## config.mk

```make
export PLATFORM = sky130hd
export DESIGN_NAME = debug_host_driver
export DESIGN_NICKNAME = d
export VERILOG_FILES = /design/src/rtl/debug_host_driver.sv
export SDC_FILE = /design/constraint.sdc
export NUM_CORES = 1
export LEC_CHECK = 0
export BUFFER_PORTS_ARGS = -buffer_cell sky130_fd_sc_hd__clkbuf_2
export CORE_MARGIN = 10
export CORE_UTILIZATION = 60
export DETAILED_ROUTE_END_ITERATION = 8
export GPL_ROUTABILITY_DRIVEN = 0
export PLACE_DENSITY = 0.86
export SYNTH_ARGS = -nofsm -noshare
export SYNTH_HDL_FRONTEND = slang
export SYNTH_SLANG_ARGS = --single-unit
export TNS_END_PERCENT = 5
```

## constraint.sdc

```tcl
create_clock -name i_clk -period 6.8 [get_ports i_clk]
set_clock_uncertainty 0.15 [all_clocks]
set_input_delay 0.34 -clock i_clk [delete_from_list [all_inputs] [get_ports i_clk]]
set_output_delay 0.34 -clock i_clk [all_outputs]
set_load 0.02 [all_outputs]
```

## src/rtl/debug_host_driver.sv

```systemverilog
// debug_host_driver
//   Host-side initiator for the pipeline debug UART protocol. Sends the
//   command byte streams a PC debugger would send into a UART TX FIFO:
//   program load, run-to-halt, single step and end debug. It then parses the
//   returned 65-word state frame from the UART RX FIFO onto a dump port.
//   The frame holds 32 registers, 32 data-memory words and the PC.
//
//   Ports
//     i_clk, i_reset      clock, async active-high reset
//     i_start/i_cmd       command request (00 LOAD, 01 RUN, 10 STEP, 11 END)
//     i_prog_size         instruction count for LOAD
//     o_rom_addr          program ROM word address
//     i_rom_data          ROM data, valid one cycle after the address changes
//     o_tx_data/o_wr      TX FIFO byte and write strobe
//     i_tx_full           TX FIFO full
//     i_rx_data/o_rd      RX FIFO head (show-ahead) and pop strobe
//     i_rx_empty          RX FIFO empty
//     o_dump_*            assembled frame word, index 0..64
//     o_busy/o_done       command in progress / one-cycle completion pulse
//     o_error             sticky RX timeout flag
//     o_session           debug (step) session open
module debug_host_driver #(
  parameter int ADDR_W  = 8,
  parameter int TIMEOUT = 1_000_000
) (
  input  logic              i_clk,
  input  logic              i_reset,
  input  logic              i_start,
  input  logic [1:0]        i_cmd,
  input  logic [ADDR_W-1:0] i_prog_size,
  output logic [ADDR_W-1:0] o_rom_addr,
  input  logic [31:0]       i_rom_data,
  output logic [7:0]        o_tx_data,
  output logic              o_wr,
  input  logic              i_tx_full,
  input  logic [7:0]        i_rx_data,
  output logic              o_rd,
  input  logic              i_rx_empty,
  output logic              o_dump_we,
  output logic [6:0]        o_dump_addr,
  output logic [31:0]       o_dump_data,
  output logic              o_busy,
  output logic              o_done,
  output logic              o_error,
  output logic              o_session
);

  localparam int TO_W = $clog2(TIMEOUT + 1);

  localparam logic [1:0] CMD_LOAD = 2'b00;
  localparam logic [1:0] CMD_RUN  = 2'b01;
  localparam logic [1:0] CMD_STEP = 2'b10;
  localparam logic [1:0] CMD_END  = 2'b11;

  localparam logic [7:0] B_LOAD  = 8'hFE;
  localparam logic [7:0] B_RUN   = 8'hF0;
  localparam logic [7:0] B_DEBUG = 8'hFC;
  localparam logic [7:0] B_NEXT  = 8'h01;
  localparam logic [7:0] B_END   = 8'hF8;

  typedef enum logic [2:0] {
    S_IDLE, S_TX_CMD, S_TX_SIZE, S_ROM_FETCH,
    S_TX_INST, S_TX_NEXT, S_RX_FRAME, S_FINISH
  } state_t;

  state_t            r_state, w_next;
  logic [1:0]        r_cmd;
  logic [ADDR_W-1:0] r_size;
  logic [ADDR_W-1:0] r_rom_addr;
  logic [1:0]        r_byte_idx;   // byte within instruction (TX) or word (RX)
  logic [6:0]        r_word_idx;
  logic [23:0]       r_rx_word;    // first three bytes of the word in flight
  logic [TO_W-1:0]   r_to_cnt;
  logic              r_session, r_error;
  logic              r_dump_we;
  logic [6:0]        r_dump_addr;
  logic [31:0]       r_dump_data;

  logic              w_tx_req, w_tx_ok, w_pop, w_word_done, w_last_word;
  logic              w_timeout, w_rx_enter;
  logic [7:0]        w_tx_byte, w_rom_byte;
  logic [ADDR_W-1:0] w_rom_next;

  assign w_tx_ok     = !i_tx_full;
  assign w_pop       = (r_state == S_RX_FRAME) && !i_rx_empty;
  assign w_word_done = w_pop && (r_byte_idx == 2'd3);
  assign w_last_word = (r_word_idx == 7'd64);
  assign w_timeout   = (r_state == S_RX_FRAME) && i_rx_empty &&
                       (r_to_cnt == TO_W'(TIMEOUT - 1));
  assign w_rx_enter  = (w_next == S_RX_FRAME) && (r_state != S_RX_FRAME);
  assign w_rom_next  = r_rom_addr + 1'b1;

  always_comb begin
    w_rom_byte = i_rom_data[7:0];
    case (r_byte_idx)
      2'd0: w_rom_byte = i_rom_data[7:0];
      2'd1: w_rom_byte = i_rom_data[15:8];
      2'd2: w_rom_byte = i_rom_data[23:16];
      2'd3: w_rom_byte = i_rom_data[31:24];
      default: w_rom_byte = i_rom_data[7:0];
    endcase
  end

  always_comb begin
    w_next    = r_state;
    w_tx_req  = 1'b0;
    w_tx_byte = 8'h00;
    case (r_state)
      S_IDLE: begin
        if (i_start) begin
          // Empty LOAD, END outside a session and STEP inside an open
          // session all skip the command byte.
          if (i_cmd == CMD_LOAD && i_prog_size == '0)   w_next = S_FINISH;
          else if (i_cmd == CMD_END && !r_session)      w_next = S_FINISH;
          else if (i_cmd == CMD_STEP && r_session)      w_next = S_TX_NEXT;
          else                                          w_next = S_TX_CMD;
        end
      end
      S_TX_CMD: begin
        w_tx_req = 1'b1;
        case (r_cmd)
          CMD_LOAD: w_tx_byte = B_LOAD;
          CMD_RUN:  w_tx_byte = B_RUN;
          CMD_STEP: w_tx_byte = B_DEBUG;
          default:  w_tx_byte = B_END;
        endcase
        if (w_tx_ok) begin
          case (r_cmd)
            CMD_LOAD: w_next = S_TX_SIZE;
            CMD_RUN:  w_next = S_RX_FRAME;
            CMD_STEP: w_next = S_TX_NEXT;
            default:  w_next = S_FINISH;
          endcase
        end
      end
      S_TX_SIZE: begin
        w_tx_req  = 1'b1;
        w_tx_byte = r_size[7:0];
        if (w_tx_ok) w_next = S_ROM_FETCH;
      end
      S_ROM_FETCH: w_next = S_TX_INST;
      S_TX_INST: begin
        w_tx_req  = 1'b1;
        w_tx_byte = w_rom_byte;
        if (w_tx_ok && r_byte_idx == 2'd3)
          w_next = (w_rom_next == r_size) ? S_FINISH : S_ROM_FETCH;
      end
      S_TX_NEXT: begin
        w_tx_req  = 1'b1;
        w_tx_byte = B_NEXT;
        if (w_tx_ok) w_next = S_RX_FRAME;
      end
      S_RX_FRAME: begin
        if (w_word_done && w_last_word) w_next = S_FINISH;
        else if (w_timeout)             w_next = S_FINISH;
      end
      S_FINISH: w_next = S_IDLE;
      default:  w_next = S_IDLE;
    endcase
  end

  always_ff @(posedge i_clk or posedge i_reset) begin
    if (i_reset) begin
      r_state     <= S_IDLE;
      r_cmd       <= CMD_LOAD;
      r_size      <= '0;
      r_rom_addr  <= '0;
      r_byte_idx  <= 2'd0;
      r_word_idx  <= 7'd0;
      r_rx_word   <= 24'h0;
      r_to_cnt    <= '0;
      r_session   <= 1'b0;
      r_error     <= 1'b0;
      r_dump_we   <= 1'b0;
      r_dump_addr <= 7'd0;
      r_dump_data <= 32'h0;
    end else begin
      r_state   <= w_next;
      r_dump_we <= 1'b0;

      if (r_state == S_IDLE && i_start) begin
        r_cmd   <= i_cmd;
        r_size  <= i_prog_size;
        r_error <= 1'b0;
      end

      if (r_state == S_TX_CMD && w_tx_ok) begin
        if (r_cmd == CMD_STEP) r_session <= 1'b1;
        if (r_cmd == CMD_END)  r_session <= 1'b0;
      end

      if (r_state == S_TX_SIZE && w_tx_ok) begin
        r_rom_addr <= '0;
        r_byte_idx <= 2'd0;
      end

      if (r_state == S_TX_INST && w_tx_ok) begin
        r_byte_idx <= r_byte_idx + 2'd1;
        if (r_byte_idx == 2'd3) r_rom_addr <= w_rom_next;
      end

      if (w_rx_enter) begin
        r_byte_idx <= 2'd0;
        r_word_idx <= 7'd0;
        r_to_cnt   <= '0;
      end else if (r_state == S_RX_FRAME) begin
        if (w_pop) begin
          r_to_cnt   <= '0;
          r_byte_idx <= r_byte_idx + 2'd1;
          r_rx_word  <= {i_rx_data, r_rx_word[23:8]};
          if (w_word_done) begin
            r_dump_we   <= 1'b1;
            r_dump_addr <= r_word_idx;
            r_dump_data <= {i_rx_data, r_rx_word};
            r_word_idx  <= r_word_idx + 7'd1;
            if (w_last_word && r_cmd == CMD_RUN) r_session <= 1'b0;
          end
        end else if (w_timeout) begin
          r_error   <= 1'b1;
          r_session <= 1'b0;
        end else begin
          r_to_cnt <= r_to_cnt + 1'b1;
        end
      end
    end
  end

  assign o_rom_addr  = r_rom_addr;
  assign o_tx_data   = w_tx_byte;
  assign o_wr        = w_tx_req && w_tx_ok;
  assign o_rd        = w_pop;
  assign o_dump_we   = r_dump_we;
  assign o_dump_addr = r_dump_addr;
  assign o_dump_data = r_dump_data;
  assign o_busy      = (r_state != S_IDLE);
  assign o_done      = (r_state == S_FINISH);
  assign o_error     = r_error;
  assign o_session   = r_session;

endmodule

```

==> results by group <==
Outcome
  • Status: finished clean

Critical path
  • Worst setup EP type: flop
  • CP Cell Sequence: nor3_1, nand2_1, o21ai_0, nand2b_1, o2111ai_2, or4_1, a21oi_1
  • Req. time, crit path: 7.09 ns
  • CP Max Fanout: 21
  • CP max-delay cell: dfrtp_1
  • CP Class: flop to flop
  • CP Data Arrival Time: 3.82 ns
  • CP peak stage delay: 0.57 ns
  • Startpoint type of the worst setup path: flop

Timing
  • Hold Fails Final Rpt: 0
  • Final Cycle Share: 51.84%
  • Fmax: 283.7 MHz
  • TNS Setup: 0 ns
  • Worst slew margin: 45.02%
  • Post-layout min period: 3.525 ns
  • Worst hold slack: 0.03596 ns
  • Slew Viols, Final: 0
  • Post-route setup slack: 3.275 ns
  • Slew @ Worst Pin: 0.8247 ns
  • Setup-failing EPs final: 0
  • RSZ-0062 raised after global routing: no

Placement
  • DP Worst Slack: 3.406 ns
  • Detailed placement HPWL: 10.82 mm
  • Placed insts: 822
  • Buffers on Ports: 116

Clocking
  • Hold_buf cts: 19
  • CTS root buf: clkbuf_8
  • Clock sinks: 116
  • TritonCTS Buffers: 17
  • CTS resizes: 0
  • Clk slew on worst S/H paths: 0.06 ns
  • CTS tree: built
  • Setup repair bufs after CTS: 0
  • H-tree depth: 4
  • Clock latency on the worst-skew pair: 0.53 ns
  • CTS max path bufs: 2

Global routing
  • Pin count of the biggest net entering global routing: 70
  • Initial antenna violation count: 0
  • Gr ovfl total: 0
  • GRT Util Overall: 23.41%
  • Vias in the first global route: 5358
  • First-pass GRT wire length: 27.34 mm

Yosys
  • Top_reg_cell synth: dfrtp_1
  • Syn Nets: 666
  • Synth cell types: 64
  • EDFF count, synth: 0
  • Average size of a mapped cell: 9.626 um2
  • Gate Count Post-Synth: 603
  • Post-synth ARST share: 100.0%
  • Post-synthesis cell area: 5804 um2
  • Sequential-to-total area share from yosys stat: 50.01%
  • Warnings from Yosys: 0
  • Synthesized flop and latch total: 116

Drt
  • Vias per inst: 5.990
  • Antenna-violating nets left: 0
  • Per-cell routed wire length: 18.93 um
  • Post-route DRC: 0
  • Pre-Repair DR Iteration Count: 6
  • DRT Wirelength: 16.52 mm
  • DRT iter0 DRCs: 512
  • Via count: 5229

Pwr
  • Sequential power share: 36.6%
  • Clock Power Share: 30.6%
  • Power Internal: 1774 uW
  • Combinational Power Share: 32.8%
  • Switching share of power: 39.90%
  • Leak Pwr: 0.003545 uW
  • Peak supply drop: 0.2629 mV
  • Switching component of the power: 1178 uW
  • Pwr dens: 407.8 nW/um2

Die
  • Die height: 118.4 um
  • Starting Density: 62.23%
  • Core area: 9328 um2
  • Site Rows: 35
  • Io pins: 117
  • Die area: 14010 um2
  • Die Span X: 118.4 um

Flow run
  • Max cap viols: 0

Finish
  • Ant. Diodes: 0
  • # nets final: 794
  • Non-Filler Instances: 873
  • Filler cell count: 580
  • Share of post-route cells with drive strength above 1: 26.48%
  • Synthesis-to-finish area growth: 24.75%

Worst hold path
  • Hold crit path type: primary input to flop
## sequential cells by signal (all words and copies together), names as in the netlist, 3 cells and up
| signal | flops |
|---|---|
| r_rx_word | 24 |
| r_word_idx | 7 |
| r_size | 8 |
| o_rom_addr | 8 |
| o_dump_addr | 7 |
| r_state | 3 |
| r_to_cnt | 20 |
| o_dump_data | 32 |
## cell families (layout without fill, tap and decap cells)
family	Yosys count	after routing	share of synthesized area (%)
buf+inv	53	194	3.772
xor+xnor	19	19	2.867
mux	41	41	7.804
flops	116	116	50.01
simple gates	255	255	20.84
compound gates	111	111	12.98
fa+ha+maj	8	8	1.725
## worst max-delay path: cells and delay by family, from the launching register on
family / cells / cell delay (ns)
AO/OA/AOI/OAI: 3 / 0.91
AND/OR/NAND/NOR: 4 / 1.82
flip-flops: 1 / 0.57
## worst paths after layout
kind	slack, ns	depth (start not counted)	end	startpoint
max	3.28	7	r_to_cnt[17]$_DFFE_PP0P_	r_state[0]$_DFF_PP0_
min	0.04	3	r_to_cnt[1]$_DFFE_PP0P_	i_rx_empty
max reg2reg	3.28	7	r_to_cnt[17]$_DFFE_PP0P_	r_state[0]$_DFF_PP0_
min reg2reg	0.33	2	o_dump_data[7]$_DFFE_PP0P_	r_rx_word[7]$_DFFE_PP0P_
max in group asynchronous	4.93	4	o_dump_data[15]$_DFFE_PP0P_	i_reset
min in group asynchronous	0.30	3	o_dump_data[7]$_DFFE_PP0P_	i_reset
## power by group through the flow
stage          combinational (uW)  sequential, uW  clock (uW)
2_1_floorplan                 647            1080           0
6_report                      969            1080         903
5_1_grt                      1060            1110         944
4_1_cts                       964            1070         907
3_3_place_gp                  910            1060           0
3_5_place_dp                  936            1070           0
## placed cells by master (no fill, tap or decap), types with 5 or more instances in the layout
master and instances:
a21oi_1 25, nand3_1 6, clkbuf_2 116, dlygate4sd3_1 19, inv_8 6, nand2_1 141
inv_1 21, a22oi_1 5, or3_1 12, and2_1 5, and3_1 5, xnor2_1 8
mux2_2 34, mux2i_1 7, nand4_1 7, nor3_1 9, clkbuf_16 16, dfrtp_1 116
o21ai_0 31, nor2b_1 7, a222oi_1 8, xor2_1 11, ha_1 8, nor4_1 7
nor2_1 30, o31ai_1 6
## metal layers
layer / routed length [um] / track usage (%) / part of all wire, %
met3: 1347 / 6.140 / 8.2
met1: 6743 / 29.42 / 41
met2: 8027 / 38.04 / 49
met5: 0 / 0 / 0
met4: 403 / 8.501 / 2.4
## cell usage after synthesis (2+ instances only)
cell / count / share of area, %
nand2_1: 141 / 9.1
dfrtp_1: 116 / 50
mux2_2: 34 / 6.6
nor2_1: 31 / 2.0
o21ai_0: 31 / 2.7
a21oi_1: 25 / 2.2
inv_1: 22 / 1.4
clkbuf_1: 18 / 1.2
or3_1: 12 / 1.3
xor2_1: 11 / 1.7
buf_2: 10 / 0.86
nor3_1: 9 / 0.78
a222oi_1: 8 / 1.4
ha_1: 8 / 1.7
xnor2_1: 8 / 1.2
mux2i_1: 7 / 1.2
nand4_1: 7 / 0.75
nor2b_1: 7 / 0.75
nor4_1: 7 / 0.75
nand3_1: 6 / 0.52
o31ai_1: 6 / 0.78
a22oi_1: 5 / 0.65
and2_1: 5 / 0.54
and3_1: 5 / 0.54
a31oi_1: 4 / 0.43
nand2b_1: 4 / 0.43
o21a_1: 4 / 0.52
nand3b_1: 3 / 0.39
o211ai_1: 3 / 0.39
o22ai_1: 3 / 0.32
or4_1: 3 / 0.39
a211o_1: 2 / 0.30
and3b_1: 2 / 0.30
and4_1: 2 / 0.30
nand4b_1: 2 / 0.30
nor3b_1: 2 / 0.26
o21bai_1: 2 / 0.26
o41ai_1: 2 / 0.30
## layout make-up
type / count / area [um2] / area share [%]
sequential: 116 / 2903 / 40.09
inverter: 23 / 88.84 / 1.227
timing repair buffer: 139 / 800.8 / 11.06
tap: 129 / 161.4 / 2.229
multi-input combinational: 434 / 2685 / 37.08
clock buffer: 17 / 414.1 / 5.720
clock inverter: 15 / 187.7 / 2.592
## metrics by stage
step                util [%]  area (um2)  total power (uW)
floorplan                  -        5804              1722
global placement       69.13        6449              1969
detailed placement     69.13        6449              2009
CTS                    77.63        7241              2945
global route           77.63        7241              3112
finish                 77.63        7241              2952
Power figures use the tool's default switching activity.
